**src/rtl/common.sv**
```systemverilog
`default_nettype none
// ============================================================================
// Package     : common
// Description : Shared pipeline types and constants: memory-access size
//               encodings, bubble markers and the write-back FSM state type.
// Revision    : 1.0 - initial release
// ============================================================================
package common;

  // Memory-access size; bit 2 set marks the zero-extending (unsigned) forms.
  typedef enum logic [2:0] {
    MA_SIZE_B  = 3'b000,
    MA_SIZE_H  = 3'b001,
    MA_SIZE_W  = 3'b010,
    MA_SIZE_BU = 3'b100,
    MA_SIZE_HU = 3'b101
  } ma_size_t;

  // Bubble markers injected by upstream stages.
  localparam logic [31:0] NOP_PC = 32'hFFFF_FFFF;
  localparam logic [31:0] NOP_IR = 32'h0000_0013;

  // Write-back stage FSM states.
  typedef enum logic [0:0] {
    WB_IDLE = 1'b0,
    WB_WAIT = 1'b1
  } wb_state_t;

endpackage
`default_nettype wire

```
**src/rtl/cpu_load_align.sv**
```systemverilog
`default_nettype none
// ============================================================================
// Module      : cpu_load_align
// Description : Combinational load-data aligner. Shifts the read word down to
//               the addressed byte lane, sign/zero-extends it to 32 bits and
//               flags accesses that are not naturally aligned.
// Revision    : 1.0 - initial release
// ============================================================================
module cpu_load_align
  import common::*;
(
  input  logic [31:0] data,
  input  ma_size_t    size,
  input  logic [1:0]  alignment,
  output logic [31:0] result,
  output logic        misaligned
);

  logic [31:0] shifted;

  // Move the addressed byte lane to bit 0, then extend per access size.
  always_comb begin
    shifted = data >> {alignment, 3'b000};
    case (size)
      MA_SIZE_B:  result = {{24{shifted[7]}}, shifted[7:0]};
      MA_SIZE_BU: result = {24'h000000, shifted[7:0]};
      MA_SIZE_H:  result = {{16{shifted[15]}}, shifted[15:0]};
      MA_SIZE_HU: result = {16'h0000, shifted[15:0]};
      default:    result = shifted;
    endcase
  end

  // Halfwords need an even offset; words need offset zero.
  always_comb begin
    case (size)
      MA_SIZE_H, MA_SIZE_HU: misaligned = alignment[0];
      MA_SIZE_W:             misaligned = (alignment != 2'b00);
      default:               misaligned = 1'b0;
    endcase
  end

endmodule
`default_nettype wire

```
**src/rtl/cpu_wb.sv**
```systemverilog
`default_nettype none
// ============================================================================
// Module      : cpu_wb
// Description : Pipeline write-back stage. Aligns load data, drives the
//               register-file write port, stalls while a load waits for
//               memory (with timeout fault) and counts retired instructions.
// Revision    : 1.0 - initial release
// ============================================================================
module cpu_wb
  import common::*;
#(
  parameter int LOAD_TIMEOUT = 255
) (
  input  logic        clk_i,
  input  logic        rst_ni,
  input  logic [31:0] dmem_read_data_i,
  input  logic        dmem_read_valid_i,
  input  logic [31:0] pc_i,
  input  logic [31:0] ir_i,
  input  logic        load_i,
  input  ma_size_t    ma_size_i,
  input  logic [1:0]  ma_alignment_i,
  input  logic [31:0] wb_data_i,
  input  logic        wb_valid_i,
  output logic        halt_o,
  output logic [4:0]  wb_addr_async_o,
  output logic [31:0] wb_data_async_o,
  output logic        wb_valid_async_o,
  output logic        empty_async_o,
  output logic        load_fault_o,
  output logic [63:0] instret_o
);

  localparam int CNT_W = $clog2(LOAD_TIMEOUT + 1);

  wb_state_t          state_q;
  logic [CNT_W-1:0]   wait_cnt_q;
  logic [63:0]        instret_q;
  logic [31:0]        load_data;
  logic               misaligned;
  logic               present;
  logic               retire;
  logic               unused_ir;

  cpu_load_align u_align (
    .data       (dmem_read_data_i),
    .size       (ma_size_i),
    .alignment  (ma_alignment_i),
    .result     (load_data),
    .misaligned (misaligned)
  );

  assign present         = (pc_i != NOP_PC);
  assign empty_async_o   = !present;
  assign wb_addr_async_o = ir_i[11:7];
  assign unused_ir       = ^{ir_i[31:12], ir_i[6:0]};

  // Write-port, stall and fault decode; all outputs quiet while in reset.
  always_comb begin
    halt_o           = 1'b0;
    wb_valid_async_o = 1'b0;
    load_fault_o     = 1'b0;
    wb_data_async_o  = wb_data_i;
    if (rst_ni && present) begin
      if (!load_i) begin
        wb_valid_async_o = wb_valid_i;
      end else begin
        wb_data_async_o = load_data;
        if (misaligned) begin
          load_fault_o = 1'b1;
        end else if (dmem_read_valid_i) begin
          wb_valid_async_o = wb_valid_i;
        end else if (state_q == WB_WAIT && wait_cnt_q == '0) begin
          load_fault_o = 1'b1;
        end else begin
          halt_o = 1'b1;
        end
      end
    end
  end

  assign retire = present && !halt_o;

  // Load-wait FSM: a stall in IDLE arms the timeout, leaving the stall exits.
  always_ff @(posedge clk_i or negedge rst_ni) begin
    if (!rst_ni) begin
      state_q    <= WB_IDLE;
      wait_cnt_q <= '0;
    end else begin
      case (state_q)
        WB_IDLE: begin
          if (halt_o) begin
            state_q    <= WB_WAIT;
            wait_cnt_q <= CNT_W'(LOAD_TIMEOUT);
          end
        end
        default: begin
          if (halt_o) begin
            wait_cnt_q <= wait_cnt_q - 1'b1;
          end else begin
            state_q <= WB_IDLE;
          end
        end
      endcase
    end
  end

  // Retired-instruction counter, faulting loads included; wraps at 2^64.
  always_ff @(posedge clk_i or negedge rst_ni) begin
    if (!rst_ni) begin
      instret_q <= '0;
    end else if (retire) begin
      instret_q <= instret_q + 64'd1;
    end
  end

  assign instret_o = instret_q;

endmodule
`default_nettype wire
```
**config.mk**
```make
export PLATFORM = sky130hd
export DESIGN_NAME = cpu_wb
export DESIGN_NICKNAME = d
export VERILOG_FILES = /design/src/rtl/common.sv /design/src/rtl/cpu_load_align.sv /design/src/rtl/cpu_wb.sv
export SDC_FILE = /design/constraint.sdc
export NUM_CORES = 1
export LEC_CHECK = 0
export BUFFER_PORTS_ARGS = -buffer_cell sky130_fd_sc_hd__buf_2
export CAP_MARGIN = 40
export CORE_UTILIZATION = 45
export DETAILED_ROUTE_END_ITERATION = 7
export PLACE_DENSITY = 0.83
export SLEW_MARGIN = 20
export SYNTH_ARGS = -nofsm -noshare
export SYNTH_HDL_FRONTEND = slang
export SYNTH_SLANG_ARGS = --single-unit
```
**constraint.sdc**
```tcl
create_clock -name clk_i -period 4.45 [get_ports clk_i]
set_clock_uncertainty 0.2 [all_clocks]
set_input_delay 0.2225 -clock clk_i [delete_from_list [all_inputs] [get_ports clk_i]]
set_output_delay 0.2225 -clock clk_i [all_outputs]
set_load 0.05 [all_outputs]
```
==> run metrics, run 1 <==
final worst-path cycle share=65.2%; postcts setup bufs=0; FFs w/ async S/R, synth=100%; delay-heaviest family, CP=buffers and inverters; PortBufs=between 200 and 250; Sequential Area=~1800 sq um; crit-path cells=buf_2, nor2b_1, a2bb2oi_1, mux2i_1, a21oi_1, buf_4, a21oi_1, buf_2; met1 Usage GRT=34.4%; CP Data Required Time=4030 ps; chip height=104 um; final RePlAce weighted congestion=~1; Initial Util=roughly 46%; post-synthesis xor/xnor area fraction=11.7%; antenna violations before repair=3; most common cell in the synthesized netlist=dfrtp_1; global-route wire length before repair=23100 um; Area contributors post-synth=dfrtp_1 39%, xor2_1 7.6%, nand2_1 5.3%, nand4_1 4.9%, xnor2_1 4.1%; I/O pin count=243; max frequency=345 MHz; yosys warns=0; RSZ-0062 raised after global routing=false; via count=4868; met3 Usage GRT=5.33%; Place WS=1570 ps; Crit-path slowest cell=nor2b_1; via/cell ratio=about 5.6; Post-synth EDFFs=0; Final ANT Viol Nets=0; compound-gate portion of the synthesized area=8.66%; mapped cell area=4720 sq um; post-synthesis average cell area=8.75 sq um; CTS Root Buffer Type=clkbuf_8; total track usage=26.6%; mux cell area share after synthesis=5.75%; Crit path largest cell delay=570 ps; multi-input combinational cell area=2730 sq um; largest net degree at the start of global routing=51; Inserted Clock Buffers=9; post-synthesis sequential area ratio=about 39%; register bit total from synthesis=73; Tightest Pin Transition=a little under 900 ps; number of H-tree levels=3; top cell type by total area after synthesis=dfrtp_1; Min Hold Slack=245 ps; grt ovf=0; kind of critical path=in2out; largest family of logic cells by synthesized area=simple AND/OR/NAND/NOR gates; leakage=2.58 nW; Final Slew Violations=0; status=finished, final reports clean; drt first pass iters=5; maxcap violations=0; Initial DRC Count=382; CP Data Arrival Time=2480 ps; CTS tree=done; syn_nets=681; PnR Total Power=0.00211 W; GR Layer Usage met2=approximately 45%; wirelength, routed=14800 um; min cycle time layout=2900 ps; Post-synth top cells=73 x dfrtp_1, 67 x nand2_1, 41 x nor2_1, 41 x xor2_1, 37 x nand4_1; Hold Path Class=in2async; grt peak-use layer=met2; Row Count=37; worst-path fanout max=28; Layout Cells excl Fill=876; clock buffer depth=2; Synth Area in Simple Gates=30.4%; # fillers=940; vias in the first global route=4580; DP Cell Count=856; worst vdd ir=0.474 mV; core area=10200 sq um; Main synth FF type=dfrtp_1; # DRC=0; Rel. slew slack=41.7%; Unique masters post-synth=47; layout cells sized above 1=between 30% and 40%; startpoint types=input pin; WL per Instance=16.9 um; DP HPWL=11400 um; area share of the largest cell type after synthesis=roughly two fifths; Bufs and invs on worst path=3; Worst-path clk slew=80 ps; Die Wd=104 um; # clock sinks=73; post-layout worst setup margin=1550 ps; Synth Area in Adders=less than 1%; CP endpoint kind=output pin; cell count after synthesis=540; Final Hold Fails=0; Final setup viols=0; Total Nets Final=873; Die ar.=10900 sq um; clock latency on the worst-skew pair=340 ps; Area growth, synth to finish=29.5%; setup TNS=0 ps; Pwr Density=344 nW/um^2
-- worst paths after layout --
kind                                            from                        end  slack (ps)  cells after the start
max                                ma_alignment_i[0]        wb_data_async_o[27]        1550                      8
max reg2reg                 instret_o[0]$_DFFE_PN0P_  instret_o[62]$_DFFE_PN0P_        1580                      6
min in group clk_i                          ir_i[10]         wb_addr_async_o[3]         250                      0
max in group asynchronous                     rst_ni  wait_cnt_q[3]$_DFFE_PN0P_        3240                      4
min reg2reg                instret_o[63]$_DFFE_PN0P_  instret_o[63]$_DFFE_PN0P_         270                      1
min                                           rst_ni  instret_o[62]$_DFFE_PN0P_         250                      3
-- through the flow --
step | cell area [sq um] | utilization, %
finish | 6120 | 59.8
detailed placement | 5890 | 57.5
global route | 6120 | 59.8
global placement | 5820 | 56.9
floorplan | 4720 | -
CTS | 6110 | 59.7
-- kinds of logic (layout without fill, tap and decap cells) --
logic type | after synthesis | in the layout
AND/OR/NAND/NOR | 263 | 263
multiplexers | 26 | 26
AO/OA/AOI/OAI | 70 | 70
flip-flops | 73 | 73
XOR/XNOR | 63 | 63
adder cells (fa/ha/maj) | 3 | 3
other | 0 | 3
buffers and inverters | 42 | 239
-- state kept, by name, summed over array words and instances, names as in the netlist --
register and cells:
instret_o 64, wait_cnt_q 8, state_q 1
-- power breakdown --
part | internal [W] | switching (W) | leakage [nW]
registers | 0.000738 | 0.000104 | 0.797
logic | 0.000206 | 0.000509 | 1.68
clock network | 0.000304 | 0.000244 | 0.105
-- worst reg2reg max path: cells and delay by family, from the launching register on --
kind	cells	cell delay, ps
simple gates	4	1810
xor+xnor	1	170
flops	1	410
fa+ha+maj	1	200
-- metal layers --
metal	up-vias	wire length [um]
li1	2325	-
met1	2321	6220
met2	204	7280
met3	18	1040
met4	0	229
met5	-	0
-- layout by cell type, fill, tap and decap left out, types with 3 or more instances in the layout --
cell	instances
dfrtp_1	73
inv_1	8
and4_1	5
diode_2	3
o221a_2	3
buf_2	205
nand2_1	67
ha_1	3
nor4_1	20
nor4_2	8
mux2i_1	17
mux2_2	9
xnor2_1	22
o21ai_0	23
xor2_1	41
nor3_1	25
nand3_2	3
nor2_1	41
buf_4	7
nor2b_1	7
and3_1	9
nand4_1	37
a21oi_1	33
clkbuf_8	12
nand2b_1	3
nand3_1	23
-- area by class of cell --
type,count,area share (%)
clock buffers,12,2.70
flip-flops and latches,73,29.9
inverters,8,0.491
clock inverters,4,0.818
multi-input cells,425,44.5
well taps,136,2.78
repair buffers,215,18.7
diodes,3,0.123
-- repair_timing --
item	in CTS	in global routing
hold endpoints to repair	23	0
gates resized for setup	0	0
hold buffers	1	0
Power figures use the tool's default switching activity.
==> inputs of run 2 (changes only) <==
Settings changed: CORE_UTILIZATION 45 to 42, PLACE_DENSITY 0.83 to 0.82.
Clock period 4.45 ns to 2.6 ns, I/O delays scaled along.
==> run 2 against run 1 <==
- via count shrank 0.37%
- sequential cell count is the same
- hold slack lost 190 ps
- critical endpoint is now instret_o[48]$_DFFE_PN0P_
- largest cell class unchanged
- highest routed layer is now met5
==> run metrics, run 2 (synthesized netlist as in run 1, its figures left out) <==
cts repair resizes=0 (unchanged); final worst-path cycle share=95.4%; Final setup viols=0 (unchanged); clock buffer depth=2 (unchanged); CP endpoint kind=flop; Final Hold Fails=0 (unchanged); min cycle time layout=2480 ps; antenna violations before repair=1 (-2); clock latency on the worst-skew pair=350 ps (about the same); via count=4850 (-0.37%); Row Count=38 (+2.7%); total track usage=24.4% (-2.2 points); core area=10900 sq um (+6.4%); via/cell ratio=5.43 (-2.3%); startpoint types=flop; grt ovf=0 (unchanged); CTS tree=done; Final Slew Violations=0 (unchanged); number of H-tree levels=3 (unchanged); status=finished, final reports clean; max frequency=403 MHz; layout cells sized above 1=36.7% (+1.4 points); PnR Total Power=0.00344 W (+64%); Die Wd=108 um (+3.4%); reg-to-reg critical path startpoint=wait_cnt_q[0]$_DFFE_PN0P_; Inserted Clock Buffers=9 (unchanged); Initial Util=43.4% (-2.8 points); Worst Hold Path EP=wb_addr_async_o[3]; most frequent cells in the layout=205 x buf_2, 73 x dfrtp_1, 67 x nand2_1, 41 x nor2_1, 41 x xor2_1; leakage=2.63 nW (+2.2%); Die ar.=11700 sq um (+7.0%); WL per Instance=15.9 um (-5.8%); kind of critical path=reg2reg; Tightest Pin Transition=741 ps (-126 ps); # DRC=0 (unchanged); Area growth, synth to finish=31.1%; wirelength, routed=14200 um (-4.0%); commonest non-fill, non-tap cell in the layout=buf_2; FF-to-FF End=instret_o[48]$_DFFE_PN0P_; drt first pass iters=4 (-1); I/O pin count=243 (unchanged); hold path start=ir_i[10]; CTS Root Buffer Type=clkbuf_8; R2R setup slack=120 ps (-1460 ps); final RePlAce weighted congestion=0.882 (-13%); WHS Path Cells=0; vias in the first global route=4572 (-0.17%); Hold Path Class=in2out; global-route wire length before repair=22000 um (-4.6%); largest net degree at the start of global routing=56 (+9.8%); Diodes inserted=0 (-3); worst-path fanout max=47 (+68%); DP HPWL=10900 um (-4.3%); Final ANT Viol Nets=0 (unchanged); # clock sinks=73 (unchanged); PortBufs=205 (unchanged); maxcap violations=0 (unchanged); chip height=108 um (+3.4%); Worst-path clk slew=80 ps (about the same); setup TNS=0 ps (unchanged); CP Data Arrival Time=2560 ps (+80 ps); Total Nets Final=890 (+1.9%); Initial DRC Count=308 (-19%); Pwr Density=556 nW/um^2 (+62%); CP Data Required Time=2680 ps (-1350 ps); number of flip-flops in the largest register=64 (unchanged); Rel. slew slack=50.6% (+8.9 points); R2R cell count=8 (+2); worst vdd ir=0.815 mV (+72%); RSZ-0062 raised after global routing=false
run 2: critical path, stage by stage, from the launching register on:
cell and delay (ps):
dfrtp_1 420, inv_1 90, ha_1 130, nor4bb_1 350
a211o_1 260, o2bb2ai_4 80, buf_12 180, nor4_1 470
xor2_1 200
run 2: per-stage QoR:
step                utilization (%)  cell area [sq um]  cells  worst slack (ps)  hold WS, ps
finish                         56.9               6190    893               119         60.0
global route                   56.9               6190    893              2.34         60.1
CTS                            56.9               6190    893               139         60.4
detailed placement             55.2               6010    877               200        -15.4
global placement               55.0               5980    876               275         60.4
floorplan                         -               4720    540              92.5         -366
run 2: layout make-up:
cell class	instances	area [sq um]
well taps	140	175
fillers	993	4700
multi-input cells	425	2730
clock inverters	5	32.5
clock buffers	10	138
repair buffers	232	1260
inverters	8	30.0
flip-flops and latches	73	1830
run 2: timing repair:
action,in CTS,in global routing
hold buffers,1,0
endpoints found under the hold margin,73,0
setup buffers,0,0
run 2: worst max-delay path by stage:
stage / from / end / cells past startpoint
after CTS: wait_cnt_q[0]$_DFFE_PN0P_ / instret_o[48]$_DFFE_PN0P_ / 8
after detailed placement: wait_cnt_q[0]$_DFFE_PN0P_ / instret_o[48]$_DFFE_PN0P_ / 8
final: wait_cnt_q[0]$_DFFE_PN0P_ / instret_o[48]$_DFFE_PN0P_ / 8
after global placement: wait_cnt_q[0]$_DFFE_PN0P_ / instret_o[46]$_DFFE_PN0P_ / 8
after floorplan: ma_alignment_i[1] / wb_data_async_o[0] / 5
after global routing: wait_cnt_q[0]$_DFFE_PN0P_ / instret_o[58]$_DFFE_PN0P_ / 8
run 2: power breakdown:
| group | switching (W) | internal (W) | total, W | leakage [nW] |
|---|---|---|---|---|
| registers | 0.000179 | 0.00126 | 0.00144 | 0.797 |
| clock network | 0.000423 | 0.000363 | 0.000786 | 0.0802 |
| logic | 0.000856 | 0.000361 | 0.00122 | 1.76 |
| total | 0.00146 | 0.00199 | 0.00344 | 2.63 |
run 2: per-layer routing:
metal / up-vias / routed length (um) / GRT usage [%]
met5: - / 13 / 0
met4: 2 / 329 / 9.39
met3: 24 / 1100 / 6.09
met2: 200 / 7180 / 44.0
met1: 2270 / 5560 / 27.6
li1: 2354 / - / -
